$ cat src/rtl/reaction_round_sequencer.sv
// Round controller for the reaction-time game: random pre-arm delay, armed timing phase,
// result writeback, and sole master of the 4x13-bit score register file.
module reaction_round_sequencer #(
    parameter int TICK_DIV         = 50000,
    parameter int MIN_DELAY_MS     = 1000,
    parameter int DELAY_RANGE_BITS = 11
) (
    input  logic        Clock,
    input  logic        CLRN,
    input  logic        buttonStart,
    input  logic        buttonHit,
    input  logic        buttonReset,
    input  logic [12:0] regReadData,
    output logic [1:0]  regAddr,
    output logic        regWrite,
    output logic [12:0] regWriteData,
    output logic        ledGreen,
    output logic        RedLed,
    output logic [12:0] DisplayScore,
    output logic [1:0]  DisplayScoreControl,
    output logic        busy
);

    localparam int PS_W = (TICK_DIV > 1) ? $clog2(TICK_DIV) : 1;
    localparam logic [PS_W-1:0] PS_TERM   = PS_W'(TICK_DIV - 1);
    localparam logic [12:0]     SCORE_MAX = 13'h1FFF;

    typedef enum logic [3:0] {
        S_IDLE, S_DELAY, S_ARMED, S_FALSE, S_WB_LAST, S_RD_BEST, S_WB_BEST,
        S_RD_CNT, S_WB_CNT, S_SHOW, S_CLR0, S_CLR1, S_CLR2
    } state_t;

    state_t            r_state;
    state_t            w_nstate;
    logic              r_start_q, r_hit_q, r_rst_q, r_edge_en;
    logic [15:0]       r_lfsr;
    logic [PS_W-1:0]   r_presc;
    logic [15:0]       r_delay;
    logic [12:0]       r_ms, r_T;
    logic              r_timeout, r_newbest;
    logic [1:0]        r_regAddr;
    logic              r_regWrite;
    logic [12:0]       r_wdata, r_disp;
    logic [1:0]        r_ctrl;
    logic              r_green, r_red, r_busy;

    logic              w_start_e, w_hit_e, w_rst_e, w_tick, w_best, w_lfsr_fb, w_entering;
    logic [15:0]       w_delay_load;

    function automatic logic [12:0] f_sat_inc(input logic [12:0] v);
        return (v == SCORE_MAX) ? SCORE_MAX : v + 13'd1;
    endfunction

    // Edges are masked for the first cycle after reset so buttons held through reset stay silent.
    assign w_start_e    = r_edge_en & buttonStart & ~r_start_q;
    assign w_hit_e      = r_edge_en & buttonHit   & ~r_hit_q;
    assign w_rst_e      = r_edge_en & buttonReset & ~r_rst_q;
    assign w_tick       = (r_presc == PS_TERM);
    assign w_lfsr_fb    = r_lfsr[15] ^ r_lfsr[13] ^ r_lfsr[12] ^ r_lfsr[10];
    assign w_delay_load = 16'(MIN_DELAY_MS) + 16'(r_lfsr[DELAY_RANGE_BITS-1:0]);
    assign w_best       = !r_timeout && ((regReadData == 13'd0) || (r_T < regReadData));
    assign w_entering   = (w_nstate != r_state);

    always_comb begin
        w_nstate = r_state;
        case (r_state)
            S_IDLE: begin
                if (w_start_e)      w_nstate = S_DELAY;
                else if (w_rst_e)   w_nstate = S_CLR0;
            end
            S_DELAY: begin
                if (w_hit_e)                          w_nstate = S_FALSE;
                else if (w_rst_e)                     w_nstate = S_IDLE;
                else if (w_tick && r_delay < 16'd2)   w_nstate = S_ARMED;
            end
            S_ARMED: begin
                if (w_hit_e)                  w_nstate = S_WB_LAST;
                else if (w_rst_e)             w_nstate = S_IDLE;
                else if (r_ms == SCORE_MAX)   w_nstate = S_WB_LAST;
            end
            S_FALSE, S_SHOW: begin
                if (w_start_e)      w_nstate = S_DELAY;
                else if (w_rst_e)   w_nstate = S_CLR0;
            end
            S_WB_LAST: w_nstate = S_RD_BEST;
            S_RD_BEST: w_nstate = w_best ? S_WB_BEST : S_RD_CNT;
            S_WB_BEST: w_nstate = S_RD_CNT;
            S_RD_CNT:  w_nstate = S_WB_CNT;
            S_WB_CNT:  w_nstate = S_SHOW;
            S_CLR0:    w_nstate = S_CLR1;
            S_CLR1:    w_nstate = S_CLR2;
            S_CLR2:    w_nstate = S_IDLE;
            default:   w_nstate = S_IDLE;
        endcase
    end

    // Outputs are registered from the next state so they line up with the state register.
    always_ff @(posedge Clock or negedge CLRN) begin
        if (!CLRN) begin
            r_state    <= S_IDLE;
            r_start_q  <= 1'b0;
            r_hit_q    <= 1'b0;
            r_rst_q    <= 1'b0;
            r_edge_en  <= 1'b0;
            r_lfsr     <= 16'hACE1;
            r_presc    <= '0;
            r_delay    <= 16'd0;
            r_ms       <= 13'd0;
            r_T        <= 13'd0;
            r_timeout  <= 1'b0;
            r_newbest  <= 1'b0;
            r_regAddr  <= 2'b01;
            r_regWrite <= 1'b0;
            r_wdata    <= 13'd0;
            r_disp     <= 13'd0;
            r_ctrl     <= 2'b00;
            r_green    <= 1'b0;
            r_red      <= 1'b0;
            r_busy     <= 1'b0;
        end else begin
            r_state   <= w_nstate;
            r_start_q <= buttonStart;
            r_hit_q   <= buttonHit;
            r_rst_q   <= buttonReset;
            r_edge_en <= 1'b1;
            r_lfsr    <= {r_lfsr[14:0], w_lfsr_fb};

            if (w_entering && (w_nstate == S_DELAY || w_nstate == S_ARMED))
                r_presc <= '0;
            else if (w_tick)
                r_presc <= '0;
            else
                r_presc <= r_presc + PS_W'(1);

            if (w_entering && w_nstate == S_DELAY)
                r_delay <= w_delay_load;
            else if (r_state == S_DELAY && w_tick && r_delay != 16'd0)
                r_delay <= r_delay - 16'd1;

            if (w_entering && w_nstate == S_ARMED)
                r_ms <= 13'd0;
            else if (r_state == S_ARMED && w_tick && r_ms != SCORE_MAX)
                r_ms <= r_ms + 13'd1;

            if (w_entering && w_nstate == S_DELAY) begin
                r_timeout <= 1'b0;
                r_newbest <= 1'b0;
            end else if (r_state == S_ARMED && w_nstate == S_WB_LAST) begin
                r_T       <= w_hit_e ? r_ms : SCORE_MAX;
                r_timeout <= !w_hit_e;
                r_newbest <= 1'b0;
            end else if (r_state == S_WB_BEST) begin
                r_newbest <= 1'b1;
            end

            case (w_nstate)
                S_WB_LAST:                  r_regAddr <= 2'b10;
                S_RD_CNT, S_WB_CNT, S_CLR0: r_regAddr <= 2'b00;
                S_CLR2:                     r_regAddr <= 2'b10;
                default:                    r_regAddr <= 2'b01;
            endcase

            r_regWrite <= (w_nstate == S_WB_LAST) || (w_nstate == S_WB_BEST) ||
                          (w_nstate == S_WB_CNT)  || (w_nstate == S_CLR0) ||
                          (w_nstate == S_CLR1)    || (w_nstate == S_CLR2);

            // The count read in RD_CNT feeds the increment directly on the way into WB_CNT.
            case (w_nstate)
                S_WB_LAST: r_wdata <= w_hit_e ? r_ms : SCORE_MAX;
                S_WB_BEST: r_wdata <= r_T;
                S_WB_CNT:  r_wdata <= f_sat_inc(regReadData);
                default:   r_wdata <= 13'd0;
            endcase

            case (w_nstate)
                S_IDLE: begin
                    r_disp <= regReadData;
                    r_ctrl <= 2'b00;
                end
                S_FALSE: begin
                    r_disp <= SCORE_MAX;
                    r_ctrl <= 2'b11;
                end
                S_SHOW: begin
                    r_disp <= r_T;
                    r_ctrl <= r_timeout ? 2'b11 : (r_newbest ? 2'b10 : 2'b01);
                end
                default: ;
            endcase

            r_green <= (w_nstate == S_ARMED);
            r_red   <= (w_nstate == S_DELAY) || (w_nstate == S_FALSE);
            r_busy  <= !((w_nstate == S_IDLE) || (w_nstate == S_SHOW));
        end
    end

    assign regAddr             = r_regAddr;
    assign regWrite            = r_regWrite;
    assign regWriteData        = r_wdata;
    assign ledGreen            = r_green;
    assign RedLed              = r_red;
    assign DisplayScore        = r_disp;
    assign DisplayScoreControl = r_ctrl;
    assign busy                = r_busy;

endmodule

$ cat config.mk
export PLATFORM = sky130hd
export DESIGN_NAME = reaction_round_sequencer
export DESIGN_NICKNAME = d
export VERILOG_FILES = /design/src/rtl/reaction_round_sequencer.sv
export SDC_FILE = /design/constraint.sdc
export NUM_CORES = 1
export LEC_CHECK = 0
export ABC_AREA = 1
export BUFFER_PORTS_ARGS = -buffer_cell sky130_fd_sc_hd__buf_4
export CORE_ASPECT_RATIO = 1.75
export CORE_MARGIN = 4
export CORE_UTILIZATION = 55
export DETAILED_ROUTE_END_ITERATION = 16
export PLACE_DENSITY = 0.78
export SETUP_SLACK_MARGIN = 0.2
export SLEW_MARGIN = 20
export SYNTH_ARGS = -nofsm -noshare
export SYNTH_HDL_FRONTEND = slang
export SYNTH_SLANG_ARGS = --single-unit
$ cat constraint.sdc
create_clock -name Clock -period 2 [get_ports Clock]
set_input_delay 0.1 -clock Clock [delete_from_list [all_inputs] [get_ports Clock]]
set_output_delay 0.1 -clock Clock [all_outputs]
set_load 0.005 [all_outputs]
==> impl_results.md <==
- Met2 WL: 13.0 mm
- Clock Skew: 11.3 ps
- Via-per-instance ratio: 5.88
- Hold Startpoint: regReadData[7]
- Mapped Area: 6560 sq um
- Worst min-delay path class: in -> reg
- Post-Route WL: 24.2 mm
- Die X: 90.5 um
- Core area: 11600 sq um
- Syn Nets: 849
- EDFF count, synth: 0
- Fraction of final layout cells sized beyond drive strength 1: 40.8%
- Wire per inst: 20.1 um
- Tot GR Track Use: 32.7%
- RSZ-0062 raised after global routing: true
- Top routing layer used: met4
- Startpoint types: flop
- Diodes inserted: 0
- F_max: 419 MHz
- Netlist cell types: 44
- Row Count: 52
- Die Ht: 152 um
- Asr flop ratio synth: 100%
- Antenna viol nets, final: 0
- Clk slew on worst S/H paths: 60 ps
- Mapped Cells: 812
- FF-to-FF End: regWriteData[11]
- IO Pins: 52
- Main flop type after synthesis: dfrtp_1
- CTS sink cnt: 118
- Starting density of the core: 56.3%
- Worst Hold End: regWriteData[7]
- First-pass GRT wire length: 35.4 mm
- Max Slew Vio Count: 0
- Critical path data arrival time: 2700 ps
- Initial drt markers: 386
- Switching fraction of total power: 43.2%
- Max Buffers Root-to-Sink: 2
- Ys Warns: 0
- Initial antenna violation count: 0
- Hpwl dp: 15.1 mm
- Critical path endpoint category: flop
- P_sw: 7180 uW
- Vias after detailed routing: 7058
- CP Class: reg -> reg
- Seq pwr share: 22.0%
- Leak Pwr: 0.00485 uW
- Pre-CTS WS: -299 ps
- Status: complete, but fails checks
- Final net count: 1090
- Reg2reg start: r_presc[0]
- Layout area overhead: 50.7%
- Final worst-path cycle share: 119%
- PD cells: 1680 nW/um^2
- CTS tree: yes
- Violated checks: setup timing
- Met3 Wirelength: 1.28 mm
- Post-Route Utilization: 84.8%
- Port buffer count: 51
- Final Critical Period: 2380 ps
- Most common cell after layout, fill and taps aside: buf_4
- Clock power frac: 18.4%
- GRT overflow: 0
- Die area: 13800 sq um
- Slew HR: 58.2%
- Combinational power share: 59.6%
- Post-synthesis sequential area ratio: 45.2%
- Hold Vio Cnt, Final: 0
- Int Power: 9440 uW
- Final setup violation count: 77
- FF-to-FF setup slack: -380 ps
- Vias in the first global route: 7289
- Hold Crit Depth: 5
- Most frequent cells in the layout: buf_4, nand2_1, dfrtp_1
- Worst EP required: 2320 ps
- Maximum number of pins on one net before global-route repair: 46
- Reg2Reg Depth: 14
- Synthesis-stage register bit count: 118
- Syn Area/Cell: 8.08 sq um
- Root buf cell: clkbuf_16
- Routability cong.: 1.03
- Crit Path Max Fanout: 7
- Clock buffer count from CTS: 17
- # H-tree levels: 4
- M1 wire length: 7.82 mm
- Initial DRT Pass Iterations: 8
- Final setup margin: -384 ps
- Worst slew pin tran: 622 ps
- Worst-skew pair later-pin latency: 430 ps
- Maximum vdd drop: 1.05 mV
- Max_cap viols: 0
- Post-route DRC: 0
-- cells in the mapped netlist (4+ instances only) --
| cell | instances | area (sq um) |
|---|---|---|
| clkbuf_1 | 8 | 30.0 |
| nand3_1 | 85 | 425 |
| ha_1 | 19 | 238 |
| nand2_1 | 165 | 619 |
| o21ai_0 | 56 | 280 |
| nand4_1 | 13 | 81.3 |
| nor3_1 | 13 | 65.1 |
| buf_2 | 4 | 20.0 |
| nor4_1 | 6 | 37.5 |
| nor2_1 | 70 | 263 |
| nor2_2 | 5 | 31.3 |
| xnor2_1 | 12 | 105 |
| inv_1 | 81 | 304 |
| dfrtp_1 | 109 | 2730 |
| dfstp_2 | 9 | 236 |
| o211ai_1 | 16 | 120 |
| nand2_2 | 5 | 31.3 |
| a21oi_1 | 33 | 165 |
| xor2_1 | 26 | 228 |
| buf_6 | 5 | 56.3 |
| o22ai_1 | 7 | 43.8 |
| inv_2 | 20 | 75.1 |
| a21oi_2 | 9 | 78.8 |
-- registers in the layout, indices dropped and copies added, names as in the netlist, 4 cells and up --
signal,count
r_state,4
DisplayScore,13
r_presc,16
r_ms,13
r_T,13
regWriteData,13
r_lfsr,16
r_delay,16
-- worst max-delay path, cell delays in order, from the launching register on --
cell and delay [ps]:
dfrtp_1 370, ha_2 200, nand2_2 70, nor2_4 130, nand3_2 100, nor2_4 200
nand2_2 80, nand2_2 80, nand2_2 70, nand2_4 90, a21oi_4 80, buf_6 140
nor2_4 240, nand2_4 150, o211ai_1 270
-- worst max path at each step --
stage                     startpoint          endpoint  slack [ps]
after floorplan              r_ms[0]       r_presc[14]         -50
after global placement        r_T[8]  regWriteData[11]        -250
after detailed placement  r_presc[0]  regWriteData[11]        -300
after CTS                    r_ms[0]        r_presc[6]        -230
after global routing         r_ms[1]  DisplayScore[11]        -510
final                     r_presc[0]  regWriteData[11]        -380
-- cell families after synthesis --
| kind of cell | count (synthesis) | synth area share [%] |
|---|---|---|
| AND/OR/NAND/NOR | 374 | 25.2 |
| AO/OA/AOI/OAI | 139 | 12.8 |
| buffers and inverters | 122 | 7.80 |
| flip-flops | 118 | 45.2 |
| XOR/XNOR | 38 | 5.08 |
| adder cells (fa/ha/maj) | 19 | 3.63 |
| other | 1 | 0.0572 |
| multiplexers | 1 | 0.153 |
-- power groups by stage --
stage,Clock [uW],Sequential [uW],Combinational [uW]
2_1_floorplan,0,3620,4310
3_3_place_gp,0,3610,7150
3_5_place_dp,0,3640,7330
4_1_cts,3020,3620,8210
5_1_grt,3170,3730,10600
6_report,3060,3660,9900
-- layout make-up --
cell class | count | area, sq um
flip-flops and latches | 118 | 2960
well taps | 135 | 169
inverters | 101 | 392
clock inverters | 9 | 103
multi-input cells | 573 | 3720
clock buffers | 23 | 478
repair buffers | 242 | 2050
fillers | 616 | 1770
-- per-stage QoR --
stage               setup TNS, ps  hold slack [ps]  total power [uW]  instances  area [sq um]
floorplan                    -614             -196              7940        812          6700
global placement            -8970              107             10800       1132          8330
detailed placement         -14600              113             11000       1132          8330
CTS                        -11180             73.0             14900       1185          9370
global route               -31170              108             17500       1201          9880
finish                     -23030             70.5             16600       1201          9880
-- what timing repair did --
| item | 4_1_cts | 5_1_grt |
|---|---|---|
| gates cloned | 4 | 3 |
| gates resized for setup | 82 | 91 |
| setup endpoints to repair | 88 | 94 |
| buffers inserted | 12 | 13 |
| hold buffers | 5 | 0 |
| hold endpoints to repair | 38 | 0 |
| pin swaps | 23 | 35 |
-- metal layers --
| layer | vias to the layer above | track usage (%) |
|---|---|---|
| met5 | - | 0 |
| met4 | 0 | 25.6 |
| met3 | 155 | 5.73 |
| met2 | 373 | 60.9 |
| met1 | 3349 | 30.7 |
| li1 | 3181 | - |
Power figures use the tool's default switching activity.
